File: src/rtl/mem_bus_ctrl_pkg.sv
// Shared types and constants for the memory/IO bus controller.
package mem_bus_ctrl_pkg;
  typedef enum logic [1:0] {ST_IDLE, ST_ACCESS, ST_STALL, ST_RESP} bus_state_t;

  localparam logic [11:0] IO_IN_ADDR_DEF  = 12'hFFE;
  localparam logic [11:0] IO_OUT_ADDR_DEF = 12'hFFF;
  localparam logic        RW_READ         = 1'b0;
  localparam logic        RW_WRITE        = 1'b1;
endpackage

File: src/rtl/mem_bus_ctrl_if.sv
// Processor-side access bus: request/rw/addr/wdata in, rdata/ack/busy back.
interface mem_bus_ctrl_if #(
  parameter int ADDR_W = 12,
  parameter int DATA_W = 16
) ();
  logic              req;
  logic              rw;
  logic [ADDR_W-1:0] addr;
  logic [DATA_W-1:0] wdata;
  logic [DATA_W-1:0] rdata;
  logic              ack;
  logic              busy;

  modport master (output req, rw, addr, wdata, input rdata, ack, busy);
  modport slave  (input req, rw, addr, wdata, output rdata, ack, busy);
endinterface

File: src/rtl/mem_bus_ctrl_out_fifo.sv
// Output-port FIFO; a push into a full FIFO is taken only when a pop frees the slot on the same edge.
module mem_bus_ctrl_out_fifo #(
  parameter int DEPTH = 4,
  parameter int WIDTH = 16
) (
  input  logic                     clk,
  input  logic                     rst_n,
  input  logic                     push,
  input  logic                     pop,
  input  logic [WIDTH-1:0]         din,
  output logic [WIDTH-1:0]         head,
  output logic                     full,
  output logic                     empty,
  output logic [$clog2(DEPTH):0]   count
);
  localparam int PW = $clog2(DEPTH);

  logic [WIDTH-1:0] mem [DEPTH];
  logic [PW-1:0]    rd_ptr;
  logic [PW-1:0]    wr_ptr;
  logic             do_push;
  logic             do_pop;

  assign empty   = (count == '0);
  assign full    = (count == (PW+1)'(DEPTH));
  assign do_pop  = pop & ~empty;
  assign do_push = push & (~full | do_pop);
  assign head    = mem[rd_ptr];

  always_ff @(posedge clk or negedge rst_n) begin
    if (!rst_n) begin
      for (int i = 0; i < DEPTH; i++) mem[i] <= '0;
      rd_ptr <= '0;
      wr_ptr <= '0;
      count  <= '0;
    end else begin
      if (do_push) begin
        mem[wr_ptr] <= din;
        wr_ptr      <= wr_ptr + 1'b1;
      end
      if (do_pop) rd_ptr <= rd_ptr + 1'b1;
      if (do_push && !do_pop)      count <= count + 1'b1;
      else if (do_pop && !do_push) count <= count - 1'b1;
    end
  end
endmodule

File: src/rtl/mem_bus_ctrl.sv
// Memory/IO bus controller: RAM accesses with wait states, one input port, one FIFO-backed output port.
//   state  | meaning
//   IDLE   | waiting for req
//   ACCESS | RAM access in flight, wait counter running down
//   STALL  | output-port write waiting for FIFO space
//   RESP   | ack cycle, rdata valid
module mem_bus_ctrl
  import mem_bus_ctrl_pkg::*;
#(
  parameter int                ADDR_W      = 12,
  parameter int                DATA_W      = 16,
  parameter int                WAIT_STATES = 1,
  parameter logic [ADDR_W-1:0] IO_IN_ADDR  = ADDR_W'(IO_IN_ADDR_DEF),
  parameter logic [ADDR_W-1:0] IO_OUT_ADDR = ADDR_W'(IO_OUT_ADDR_DEF),
  parameter int                FIFO_DEPTH  = 4
) (
  input  logic              clk,
  input  logic              rst_n,
  mem_bus_ctrl_if.slave     bus,
  output logic [ADDR_W-1:0] ram_addr,
  output logic              ram_we,
  output logic [DATA_W-1:0] ram_wdata,
  input  logic [DATA_W-1:0] ram_q,
  input  logic [DATA_W-1:0] in_data,
  output logic [DATA_W-1:0] out_data,
  output logic              out_valid,
  input  logic              out_ready
);
  localparam int CW    = 3;
  localparam int CNT_W = $clog2(FIFO_DEPTH) + 1;

  bus_state_t        state, state_nxt;
  logic [CW-1:0]     cnt;
  logic [DATA_W-1:0] lat_wdata;
  logic [DATA_W-1:0] rdata_q;
  logic              ram_rd;
  logic              in_hit, out_hit, is_ram;
  logic              fifo_push, fifo_full, fifo_empty;
  logic [DATA_W-1:0] fifo_din;
  logic [CNT_W-1:0]  fifo_count;

  assign in_hit  = (bus.addr == IO_IN_ADDR);
  assign out_hit = (bus.addr == IO_OUT_ADDR);
  assign is_ram  = !in_hit && !out_hit;

  always_ff @(posedge clk or negedge rst_n) begin
    if (!rst_n) state <= ST_IDLE;
    else        state <= state_nxt;
  end

  always_comb begin
    state_nxt = state;
    fifo_push = 1'b0;
    fifo_din  = bus.wdata;
    unique case (state)
      ST_IDLE: begin
        if (bus.req) begin
          if (is_ram) begin
            state_nxt = ST_ACCESS;
          end else if (out_hit && bus.rw == RW_WRITE && fifo_full) begin
            state_nxt = ST_STALL;
          end else begin
            state_nxt = ST_RESP;
            fifo_push = out_hit && bus.rw == RW_WRITE;
          end
        end
      end
      ST_ACCESS: if (cnt == '0) state_nxt = ST_RESP;
      ST_STALL: begin
        fifo_push = 1'b1;
        fifo_din  = lat_wdata;
        if (!fifo_full || out_ready) state_nxt = ST_RESP;
      end
      ST_RESP: state_nxt = ST_IDLE;
      default: state_nxt = ST_IDLE;
    endcase
  end

  always_ff @(posedge clk or negedge rst_n) begin
    if (!rst_n) begin
      cnt       <= '0;
      lat_wdata <= '0;
      rdata_q   <= '0;
      ram_rd    <= 1'b0;
      ram_addr  <= '0;
      ram_we    <= 1'b0;
      ram_wdata <= '0;
    end else begin
      ram_we <= 1'b0;
      if (state == ST_IDLE && bus.req) begin
        lat_wdata <= bus.wdata;
        ram_rd    <= is_ram && bus.rw == RW_READ;
        if (is_ram) begin
          ram_addr <= bus.addr;
          ram_we   <= bus.rw;
          cnt      <= CW'(WAIT_STATES);
          if (bus.rw == RW_WRITE) ram_wdata <= bus.wdata;
        end else if (bus.rw == RW_READ) begin
          rdata_q <= in_hit ? in_data : DATA_W'(fifo_count);
        end
      end
      if (state == ST_ACCESS && cnt != '0) cnt <= cnt - 1'b1;
      if (state == ST_RESP && ram_rd) rdata_q <= ram_q;
    end
  end

  // With zero wait states the synchronous RAM only presents data in the ack cycle,
  // so RAM reads are forwarded from ram_q during RESP and held from the register after.
  assign bus.rdata = (state == ST_RESP && ram_rd) ? ram_q : rdata_q;
  assign bus.ack   = (state == ST_RESP);
  assign bus.busy  = (state != ST_IDLE);
  assign out_valid = ~fifo_empty;

  mem_bus_ctrl_out_fifo #(
    .DEPTH (FIFO_DEPTH),
    .WIDTH (DATA_W)
  ) u_out_fifo (
    .clk   (clk),
    .rst_n (rst_n),
    .push  (fifo_push),
    .pop   (out_ready),
    .din   (fifo_din),
    .head  (out_data),
    .full  (fifo_full),
    .empty (fifo_empty),
    .count (fifo_count)
  );
endmodule

File: src/flat_wrapper.sv
// flat-port wrapper written by rule: the top's interface ports become plain ports
module mem_bus_ctrl_flat import mem_bus_ctrl_pkg::*;
#(
  parameter int                ADDR_W      = 12,
  parameter int                DATA_W      = 16,
  parameter int                WAIT_STATES = 1,
  parameter logic [ADDR_W-1:0] IO_IN_ADDR  = ADDR_W'(IO_IN_ADDR_DEF),
  parameter logic [ADDR_W-1:0] IO_OUT_ADDR = ADDR_W'(IO_OUT_ADDR_DEF),
  parameter int                FIFO_DEPTH  = 4
)
  (clk, rst_n, ram_addr, ram_we, ram_wdata, ram_q, in_data, out_data, out_valid, out_ready, bus_req, bus_rw, bus_addr, bus_wdata, bus_rdata, bus_ack, bus_busy);
  mem_bus_ctrl_if #(.ADDR_W(ADDR_W), .DATA_W(DATA_W)) bus_i ();
  input  logic clk;
  input  logic rst_n;
  output logic [ADDR_W-1:0] ram_addr;
  output logic ram_we;
  output logic [DATA_W-1:0] ram_wdata;
  input  logic [DATA_W-1:0] ram_q;
  input  logic [DATA_W-1:0] in_data;
  output logic [DATA_W-1:0] out_data;
  output logic out_valid;
  input  logic out_ready;
  input wire logic [$bits(bus_i.req)-1:0] bus_req;
  input wire logic [$bits(bus_i.rw)-1:0] bus_rw;
  input wire logic [$bits(bus_i.addr)-1:0] bus_addr;
  input wire logic [$bits(bus_i.wdata)-1:0] bus_wdata;
  output wire logic [$bits(bus_i.rdata)-1:0] bus_rdata;
  output wire logic [$bits(bus_i.ack)-1:0] bus_ack;
  output wire logic [$bits(bus_i.busy)-1:0] bus_busy;
  assign bus_i.req = bus_req;
  assign bus_i.rw = bus_rw;
  assign bus_i.addr = bus_addr;
  assign bus_i.wdata = bus_wdata;
  assign bus_rdata = bus_i.rdata;
  assign bus_ack = bus_i.ack;
  assign bus_busy = bus_i.busy;
  mem_bus_ctrl #(.ADDR_W(ADDR_W), .DATA_W(DATA_W), .WAIT_STATES(WAIT_STATES), .IO_IN_ADDR(IO_IN_ADDR), .IO_OUT_ADDR(IO_OUT_ADDR), .FIFO_DEPTH(FIFO_DEPTH)) u_core (.clk(clk), .rst_n(rst_n), .bus(bus_i), .ram_addr(ram_addr), .ram_we(ram_we), .ram_wdata(ram_wdata), .ram_q(ram_q), .in_data(in_data), .out_data(out_data), .out_valid(out_valid), .out_ready(out_ready));
endmodule
File: config.mk
export PLATFORM = sky130hd
export DESIGN_NAME = mem_bus_ctrl_flat
export DESIGN_NICKNAME = d
export VERILOG_FILES = /design/src/rtl/mem_bus_ctrl_pkg.sv /design/src/rtl/mem_bus_ctrl_if.sv /design/src/rtl/mem_bus_ctrl_out_fifo.sv /design/src/rtl/mem_bus_ctrl.sv /design/src/flat_wrapper.sv
export SDC_FILE = /design/constraint.sdc
export NUM_CORES = 1
export LEC_CHECK = 0
export BUFFER_PORTS_ARGS = -buffer_cell sky130_fd_sc_hd__buf_2
export CAP_MARGIN = 30
export CORE_MARGIN = 5
export CORE_UTILIZATION = 50
export DETAILED_ROUTE_END_ITERATION = 16
export PLACE_DENSITY_LB_ADDON = 0.12
export SLEW_MARGIN = 10
export SYNTH_ARGS = -nofsm -noshare
export SYNTH_HDL_FRONTEND = slang
export SYNTH_SLANG_ARGS = --single-unit
File: constraint.sdc
create_clock -name clk -period 3.8 [get_ports clk]
set_clock_uncertainty 0.2 [all_clocks]
set_input_delay 0.38 -clock clk [delete_from_list [all_inputs] [get_ports clk]]
set_output_delay 0.38 -clock clk [all_outputs]
set_load 0.01 [all_outputs]
==> flow_summary.json, run 1 <==
{
  "outcome": "complete, no violations",
  "power_density_nw_per_um2": 804.5,
  "rsz0062_at_grt": "no",
  "tns_ns": 0,
  "portBuffers": 128,
  "drt-pass1-iter-count": 4,
  "synth_area_per_cell_um2": 13.74,
  "finalPower_w": 0.006513,
  "num_rows": 41,
  "clkSinkCount": 138,
  "num_vias": 4303,
  "end_kind": "flip-flop",
  "cts_buffer_depth": 2,
  "grt_pass1_wl_um": 22740,
  "path_cells": "inv_1, ha_1, inv_1, a211oi_2, nand2_1, inv_1, ha_1, inv_1, fa_1, xor2_1, nor2_1, xor2_1",
  "totalWireLength_um": 14120,
  "required_ns": 3.93,
  "cts_buffers": 17,
  "clockPowerShare_pct": 25.4,
  "dpl.cell_count": 759,
  "p_int_w": 0.004422,
  "ios": 129,
  "final_cells": 808,
  "area_delta_synth_final_pct": 24.57,
  "htreeDepth": 4,
  "ys_seq_area_share_pct": 53.14,
  "tightestPinTransition_ns": 0.8585,
  "max_freq_mhz": 312.4,
  "seqPwrFrac_pct": 37.8,
  "antenna_found_initial": 0,
  "final_nets": 701,
  "slew_viol_final": 0,
  "finalCritPeriodShare_pct": 84.23,
  "max_stage_delay_ns": 0.45,
  "antenna_left": 0,
  "first_global_vias": 4518,
  "place_congestion": 0.7516,
  "die_w_um": 124.0,
  "arrival_ns": 3.33,
  "grt_use_total_pct": 19.56,
  "n_antenna_cell": 0,
  "drc": 0,
  "fin_ws_ns": 0.5994,
  "synthTopCellsByCount": "138 x dfrtp_1, 128 x mux2_2, 55 x nand2_1",
  "combinationalPowerShare_pct": 36.7,
  "yosys.area.top_type_share_pct": 53.14,
  "coreArea_um2": 12670,
  "clkLatencyLatePin_ns": 0.42,
  "ys_ff_latch": 138,
  "drive_gt1_share_pct": 50.63,
  "setup_violations": 0,
  "p_leak_nw": 3.923,
  "syn_nets": 551,
  "cts_tree": "yes",
  "post_cts_resized": 0,
  "vias_per_cell": 5.325,
  "peakVddDrop_uv": 449.7,
  "critPathKind": "reg -> reg",
  "final.min_clock_period_ns": 3.201,
  "p_sw_w": 0.002091,
  "swShare_pct": 32.10,
  "initial_utilization_pct": 51.29,
  "synth_most_common_cell": "dfrtp_1",
  "synthTopCellsByArea": "dfrtp_1 53%, mux2_2 22%, mux4_2 5.5%",
  "slowest_stage": "a211oi_2",
  "slew_headroom_pct": 42.77,
  "hpwlAfterDp_um": 9701,
  "drt_iter0_drc": 139,
  "max-cap-violations": 0,
  "yosysTopAreaCell": "dfrtp_1",
  "cp_max_fo": 10,
  "hold_violations": 0,
  "die_area_um2": 15380,
  "synthArstFlopShare_pct": 100.0,
  "wl_per_cell_um": 17.48,
  "crit_top_cell": "inv_1",
  "synth.distinct_cells": 39,
  "synth_edf_count": 0,
  "die_h_um": 124.0,
  "hp-class": "in -> reg",
  "ys.flop_type": "dfrtp_1",
  "grt_max_degree": 77,
  "clkTransAtPathRegs_ns": 0.06,
  "synth_cells": 473,
  "syn-cell-area_um2": 6499,
  "post-place-ws_ns": 0.5728,
  "yosysWarnings": 0,
  "grt_overflow_total": 0,
  "startpoint_type": "flip-flop",
  "root_buffer": "clkbuf_16"
}
-- per-stage QoR --
step                utilization, %  cell area [µm²]  hold slack [ns]
detailed placement           57.76             7318           0.2466
floorplan                        -             6499          -0.1156
CTS                          63.83             8088        0.0009836
global route                 63.89             8095          0.01222
finish                       63.89             8095          0.01818
global placement             57.67             7307           0.2361
-- registers in the layout, summed over array words and instances (netlist names) --
signal / count
u_core.u_out_fifo.count: 3
u_core.ram_addr: 12
u_core.ram_wdata: 16
u_core.u_out_fifo.wr_ptr: 2
u_core.u_out_fifo.rd_ptr: 2
u_core.ram_we: 1
u_core.rdata_q: 16
u_core.lat_wdata: 16
u_core.ram_rd: 1
u_core.state: 2
u_core.cnt: 3
u_core.u_out_fifo.mem: 64
-- power groups by stage --
stage | logic, W | clock network (W) | registers (W)
global placement | 0.00235 | 0 | 0.00244
floorplan | 0.00162 | 0 | 0.00244
CTS | 0.00244 | 0.00169 | 0.00247
finish | 0.00239 | 0.00166 | 0.00246
global route | 0.00265 | 0.00177 | 0.00255
detailed placement | 0.00242 | 0 | 0.00249
-- layout make-up --
| class | count | area, µm² |
|---|---|---|
| fill | 980 | 4576 |
| sequential | 138 | 3453 |
| multi-input combinational | 301 | 2882 |
| timing repair buffer | 153 | 890.9 |
| clock buffer | 22 | 494.2 |
| tap | 172 | 215.2 |
| clock inverter | 10 | 115.1 |
| inverter | 12 | 45.04 |
-- what timing repair did --
action,in CTS,in global routing
buffers inserted,0,0
hold buffers,16,0
endpoints found under the setup margin,0,0
endpoints found under the hold margin,90,0
-- metal layers --
layer	wire, µm	GRT usage [%]	vias to the layer above
li1	-	-	1996
met1	5963	24.29	2174
met2	7020	33.02	114
met3	914	4.905	19
met4	223	7.529	0
met5	0	0	-
-- placed cells by master (no fill, tap or decap), types with 3 or more instances in the layout --
| master | instances |
|---|---|
| mux2i_1 | 19 |
| buf_4 | 7 |
| dfrtp_1 | 138 |
| nand3_2 | 4 |
| inv_1 | 12 |
| nor4b_1 | 3 |
| clkbuf_8 | 5 |
| nand2_1 | 55 |
| o21ai_0 | 17 |
| nand3_1 | 4 |
| ha_1 | 12 |
| nor2b_1 | 13 |
| clkbuf_16 | 17 |
| xnor2_1 | 4 |
| buf_2 | 127 |
| mux2_2 | 128 |
| mux4_2 | 16 |
| dlygate4sd3_1 | 16 |
| clkinvlp_4 | 3 |
| clkinv_2 | 3 |
-- worst max-delay path, delay by kind of cell (launching register included) --
| family | cells | cell delay (ns) |
|---|---|---|
| xor+xnor | 2 | 0.32 |
| compound gates | 1 | 0.45 |
| simple gates | 2 | 0.31 |
| fa+ha+maj | 3 | 0.98 |
| buf+inv | 4 | 0.45 |
| flops | 1 | 0.41 |
-- worst paths after layout --
path | slack, ns | endpoint | start | cells after the start
max reg2reg | 0.60 | u_core.u_out_fifo.count[2]$_DFFE_PN0P_ | u_core.state[0]$_DFFE_PN0P_ | 12
min | 0.02 | u_core.lat_wdata[15]$_DFFE_PN0P_ | bus_wdata[15] | 2
min in group asynchronous | 0.38 | u_core.ram_addr[9]$_DFFE_PN0P_ | rst_n | 2
min reg2reg | 0.29 | u_core.ram_addr[1]$_DFFE_PN0P_ | u_core.ram_addr[1]$_DFFE_PN0P_ | 1
max in group asynchronous | 2.26 | u_core.ram_wdata[3]$_DFFE_PN0P_ | rst_n | 3
max | 0.60 | u_core.u_out_fifo.count[2]$_DFFE_PN0P_ | u_core.state[0]$_DFFE_PN0P_ | 12
-- kinds of logic after synthesis --
| logic type | synth area share [%] |
|---|---|
| AO/OA/AOI/OAI | 3.119 |
| flip-flops | 53.14 |
| multiplexers | 30.65 |
| buffers and inverters | 2.637 |
| XOR/XNOR | 0.8086 |
| AND/OR/NAND/NOR | 7.028 |
| adder cells (fa/ha/maj) | 2.618 |
No activity file was read; power rests on OpenSTA's default activity.
==> inputs of run 2 (changes only) <==
==> constraint.sdc (replaced) <==
create_clock -name clk -period 2.85 [get_ports clk]
set_clock_uncertainty 0.2 [all_clocks]
set_input_delay 0.285 -clock clk [delete_from_list [all_inputs] [get_ports clk]]
set_output_delay 0.285 -clock clk [all_outputs]
set_load 0.01 [all_outputs]
==> run 2 against run 1 <==
Core utilization up 2.2 points. Worst hold slack better by 0.056 ns. Final cell count up 4.6%. Die area unchanged. Sequential power up 31%. Global-route usage up 1.2 points. Combinational power up 40%. Via count up 2.3%.
==> flow_summary.json, run 2 (same netlist as run 1, synthesis figures left out) <==
{
  "wl_per_cell_um": 17.58,
  "slowest_stage": "dlygate4sd3_1",
  "clkSinkCount": 138,
  "hold_violations": 0,
  "arrival_ns": 2.80,
  "n_antenna_cell": 0,
  "r2r-start": "u_core.state[1]$_DFFE_PN0P_",
  "finalPower_w": 0.008513,
  "hp-class": "in -> reg",
  "finalCritPeriodShare_pct": 93.60,
  "hold_end": "u_core.ram_rd$_DFFE_PN0P_",
  "path_cells": "dlygate4sd3_1, buf_2, nand4_1, o41ai_4, nand2_2, inv_1, ha_1, inv_1, fa_1, xor2_1, nor2_1, xor2_1",
  "cp_max_fo": 3,
  "setup_violations": 0,
  "tns_ns": 0,
  "p_leak_nw": 4.053,
  "die_h_um": 124.0,
  "whs_path_depth": 3,
  "reg2reg_to": "u_core.u_out_fifo.count[2]$_DFFE_PN0P_",
  "post-place-ws_ns": 0.1893,
  "portBuffers": 128,
  "critPathKind": "in -> reg",
  "rsz0062_at_grt": "no",
  "slew_headroom_pct": 61.15,
  "drc": 0,
  "num_vias": 4403,
  "final.min_clock_period_ns": 2.668,
  "grt_max_degree": 64,
  "num_rows": 41,
  "final_cell_mix": "138 x dfrtp_1, 128 x mux2_2, 127 x buf_2",
  "ios": 129,
  "area_delta_synth_final_pct": 28.94,
  "r2r_slack_ns": 0.24,
  "clkTransAtPathRegs_ns": 0.06,
  "final_nets": 741,
  "grt_overflow_total": 0,
  "grt_pass1_wl_um": 24240,
  "antenna_left": 0,
  "antenna_found_initial": 0,
  "max-cap-violations": 0,
  "cts_buffer_depth": 2,
  "fin_ws_ns": 0.1824,
  "slew_viol_final": 0,
  "cts_buffers": 17,
  "cts_tree": "yes",
  "max_stage_delay_ns": 0.52,
  "power_density_nw_per_um2": 1016,
  "startpoint_type": "input port",
  "dpl.cell_count": 770,
  "regMostFlops": "u_core.u_out_fifo.mem",
  "vias_per_cell": 5.211,
  "drt-pass1-iter-count": 4,
  "first_global_vias": 4697,
  "tightestPinTransition_ns": 0.5827,
  "root_buffer": "clkbuf_16",
  "die_area_um2": 15380,
  "drt_iter0_drc": 185,
  "end_kind": "flip-flop",
  "final_common_cell": "dfrtp_1",
  "peakVddDrop_uv": 444.1,
  "htreeDepth": 4,
  "initial_utilization_pct": 51.29,
  "grt_use_total_pct": 20.79,
  "worst-path-buf-inv": 4,
  "die_w_um": 124.0,
  "outcome": "complete, no violations",
  "totalWireLength_um": 14860,
  "cts_setup_buffers": 0,
  "coreArea_um2": 12670,
  "drive_gt1_share_pct": 48.14,
  "hold_start": "bus_req",
  "hpwlAfterDp_um": 9922,
  "critical_path.top_delay_family": "buffers and inverters",
  "r2r_cells": 12,
  "max_freq_mhz": 374.9,
  "final_cells": 845,
  "final_core_util_pct": 66.13,
  "clkLatencyLatePin_ns": 0.41,
  "largest_reg_flops": 64,
  "required_ns": 2.98,
  "place_congestion": 0.7165
}
run 2: cell count changes in the layout (fill, tap and decap cells not counted):
cell | before | now
nand2_2 | 0 | 1
clkinv_4 | 2 | 0
nand2_1 | 55 | 54
buf_4 | 7 | 17
clkbuf_8 | 5 | 4
bufinv_16 | 2 | 0
clkinv_2 | 3 | 1
clkbuf_1 | 0 | 6
clkinvlp_4 | 3 | 1
dlygate4sd3_1 | 16 | 46
run 2: timing repair:
action                     CTS  global route
hold endpoints to repair   123             0
setup endpoints to repair    0             1
hold buffers                46             0
gates resized for setup      0             1
run 2: final cells by class:
cell class,count,area (µm²)
Clock buffer,27,503.0
Clock inverter,2,12.51
Timing Repair Buffer,193,1266
Inverter,12,45.04
Sequential cell,138,3453
Fill cell,969,4292
Multi-Input combinational cell,301,2884
Tap cell,172,215.2
run 2: how the worst max path moves through the flow:
| stage | end | slack [ns] | start | depth (start not counted) |
|---|---|---|---|---|
| 2_1_floorplan | u_core.u_out_fifo.count[2]$_DFFE_PN0P_ | 0.03 | u_core.state[0]$_DFFE_PN0P_ | 13 |
| 3_3_place_gp | u_core.u_out_fifo.count[1]$_DFFE_PN0P_ | 0.31 | u_core.state[0]$_DFFE_PN0P_ | 10 |
| 3_5_place_dp | u_core.u_out_fifo.count[2]$_DFFE_PN0P_ | 0.19 | u_core.state[1]$_DFFE_PN0P_ | 12 |
| 4_1_cts | u_core.u_out_fifo.count[2]$_DFFE_PN0P_ | 0.14 | bus_addr[11] | 12 |
| 5_1_grt | u_core.u_out_fifo.count[2]$_DFFE_PN0P_ | 0.02 | bus_addr[7] | 12 |
| 6_report | u_core.u_out_fifo.count[2]$_DFFE_PN0P_ | 0.18 | bus_addr[11] | 12 |
run 2: per-stage QoR:
stage | area (µm²) | hold WS, ns
6_report | 8379 | 0.07397
4_1_cts | 8377 | 0.05523
3_5_place_dp | 7401 | 0.09880
2_1_floorplan | 6499 | -0.2106
5_1_grt | 8379 | 0.08772
3_3_place_gp | 7390 | 0.09382
run 2: worst reg2reg max path: cells and delay by family, from the launching register on:
kind / cells / cell delay [ns]
AO/OA/AOI/OAI: 1 / 0.27
XOR/XNOR: 2 / 0.34
adder cells (fa/ha/maj): 3 / 0.73
buffers and inverters: 3 / 0.27
flip-flops: 1 / 0.40
AND/OR/NAND/NOR: 3 / 0.35
run 2: routing by layer:
| metal | global-route usage (%) | vias to the layer above | share of wire, % |
|---|---|---|---|
| met3 | 4.723 | 20 | 5.5 |
| met2 | 35.86 | 113 | 50 |
| li1 | - | 2070 | - |
| met5 | 0 | - | 0 |
| met1 | 25.74 | 2200 | 43 |
| met4 | 7.324 | 0 | 1.5 |
run 2: where the power goes:
part           internal, W  switching (W)  leakage, nW
logic              0.00176        0.00158         2.07
registers          0.00280       0.000428         1.74
clock network      0.00119       0.000753        0.249
==> inputs of run 3 (changes only) <==
--- a/config.mk
+++ b/config.mk
@@ -11,6 +11,7 @@
 export CORE_UTILIZATION = 50
 export DETAILED_ROUTE_END_ITERATION = 16
 export PLACE_DENSITY_LB_ADDON = 0.12
+export RECOVER_POWER = 50
 export SLEW_MARGIN = 10
 export SYNTH_ARGS = -nofsm -noshare
 export SYNTH_HDL_FRONTEND = slang
==> run 3 against run 2 <==
Flip-flop and latch count unchanged. Die area unchanged. The run now ends with max-capacitance violations, max-slew violations left. First-iteration DRC count up 8.6%. Highest routed layer unchanged.
==> flow_summary.json, run 3 (same netlist as run 1, synthesis figures left out) <==
{
  "cp_max_fo": 3,
  "dpl.cell_count": 770,
  "end_kind": "flip-flop",
  "drt_iter0_drc": 201,
  "hp-class": "in -> reg",
  "grt_max_degree": 64,
  "rsz0062_at_grt": "no",
  "totalWireLength_um": 14870,
  "largest_reg_flops": 64,
  "drt-pass1-iter-count": 5,
  "grt_overflow_total": 0,
  "slew_viol_final": 63,
  "final_common_cell": "dfrtp_1",
  "max_freq_mhz": 374.5,
  "clkSinkCount": 138,
  "wl_per_cell_um": 17.59,
  "n_antenna_cell": 0,
  "violations": "max-capacitance violations, max-slew violations",
  "seqPwrFrac_pct": 38.3,
  "outcome": "complete, but fails checks",
  "p_sw_w": 0.002775,
  "hpwlAfterDp_um": 9922,
  "p_leak_nw": 3.960,
  "hold_start": "bus_req",
  "startpoint": "bus_addr[11]",
  "met1_length_um": 6368,
  "root_buffer": "clkbuf_16",
  "final_cell_mix": "138 x dfrtp_1, 128 x mux2_2, 98 x buf_2",
  "grt_pass1_wl_um": 24240,
  "top_layer": "met4",
  "first_global_vias": 4697,
  "drive_gt1_share_pct": 43.68,
  "arrival_ns": 2.80,
  "tightestPinTransition_ns": 1.572,
  "max-cap-violations": 1,
  "post-place-ws_ns": 0.1893,
  "wl_met2_um": 7452,
  "whs_path_depth": 3,
  "final_nets": 741,
  "final.min_clock_period_ns": 2.670,
  "clockPowerShare_pct": 22.9,
  "num_vias": 4416,
  "portBuffers": 128,
  "vias_per_cell": 5.226,
  "setup_violations": 0,
  "r2r-start": "u_core.state[1]$_DFFE_PN0P_",
  "final_core_util_pct": 65.76,
  "antenna_left": 0,
  "die_area_um2": 15380,
  "num_rows": 41,
  "ios": 129,
  "place_congestion": 0.7165,
  "r2r_cells": 12,
  "drc": 0,
  "initial_utilization_pct": 51.29,
  "max_stage_delay_ns": 0.52,
  "wl_met3_um": 824,
  "slew_headroom_pct": -4.784,
  "tns_ns": 0,
  "required_ns": 2.98,
  "hold_violations": 0,
  "fin_ws_ns": 0.1796,
  "path_cells": "dlygate4sd3_1, buf_2, nand4_1, o41ai_4, nand2_2, inv_1, ha_1, inv_1, fa_1, xor2_1, nor2_1, xor2_1",
  "p_int_w": 0.005692,
  "peakVddDrop_uv": 443.9,
  "clkLatencyLatePin_ns": 0.41,
  "htreeDepth": 4,
  "cts_tree": "yes",
  "die_w_um": 124.0,
  "final_cells": 845,
  "finalCritPeriodShare_pct": 93.70,
  "die_h_um": 124.0,
  "cts_buffer_depth": 2,
  "coreArea_um2": 12670,
  "combinationalPowerShare_pct": 38.8,
  "critPathKind": "in -> reg",
  "regMostFlops": "u_core.u_out_fifo.mem",
  "antenna_found_initial": 0,
  "slowest_stage": "dlygate4sd3_1",
  "clkTransAtPathRegs_ns": 0.06,
  "power_density_nw_per_um2": 1016,
  "swShare_pct": 32.77,
  "cts_buffers": 17,
  "area_delta_synth_final_pct": 28.22,
  "startpoint_type": "input port",
  "grt_use_total_pct": 20.79
}
run 3: metal layers:
metal	GRT usage (%)	vias up
met2	35.86	113
met4	7.324	0
li1	-	2069
met1	25.74	2214
met3	4.723	20
met5	0	-
run 3: power by group through the flow:
stage	Combinational [W]	Sequential (W)	Clock, W
3_3_place_gp	0.00324	0.00320	0
5_1_grt	0.00366	0.00335	0.00207
4_1_cts	0.00340	0.00323	0.00199
3_5_place_dp	0.00334	0.00326	0
6_report	0.00329	0.00324	0.00194
2_1_floorplan	0.00215	0.00325	0
run 3: final timing paths:
| kind | end | slack, ns |
|---|---|---|
| max in group asynchronous | u_core.ram_wdata[3]$_DFFE_PN0P_ | 0.45 |
| setup / recovery | u_core.u_out_fifo.count[2]$_DFFE_PN0P_ | 0.18 |
| min in group asynchronous | u_core.ram_addr[9]$_DFFE_PN0P_ | 0.60 |
| hold reg to reg | u_core.ram_addr[1]$_DFFE_PN0P_ | 0.30 |
| setup reg to reg | u_core.u_out_fifo.count[2]$_DFFE_PN0P_ | 0.24 |
| hold / removal | u_core.ram_rd$_DFFE_PN0P_ | 0.08 |
run 3: final cells by class:
| cell class | count | area (µm²) |
|---|---|---|
| inverters | 12 | 45.04 |
| repair buffers | 193 | 1220 |
| clock buffers | 27 | 503.0 |
| clock inverters | 2 | 12.51 |
| well taps | 172 | 215.2 |
| flip-flops and latches | 138 | 3453 |
| multi-input cells | 301 | 2884 |
| fillers | 990 | 4338 |
run 3: metrics by stage:
stage          area (µm²)  total power [W]  hold WS (ns)
4_1_cts              8377         0.008625       0.05523
2_1_floorplan        6499         0.005406       -0.2106
3_3_place_gp         7390         0.006438       0.09382
5_1_grt              8333         0.009083       0.08772
3_5_place_dp         7401         0.006604       0.09880
6_report             8333         0.008466       0.07532
run 3: timing repair:
action	4_1_cts	5_1_grt
resized for setup	0	1
hold buffers	46	0
endpoints found under the hold margin	123	0
setup endpoints to repair	0	1
setup buffers	0	0
run 3: worst max-delay path: cells and delay by family:
kind	cells	cell delay, ns
buf+inv	4	0.77
fa+ha+maj	2	0.54
compound gates	1	0.44
xor+xnor	2	0.34
simple gates	3	0.44
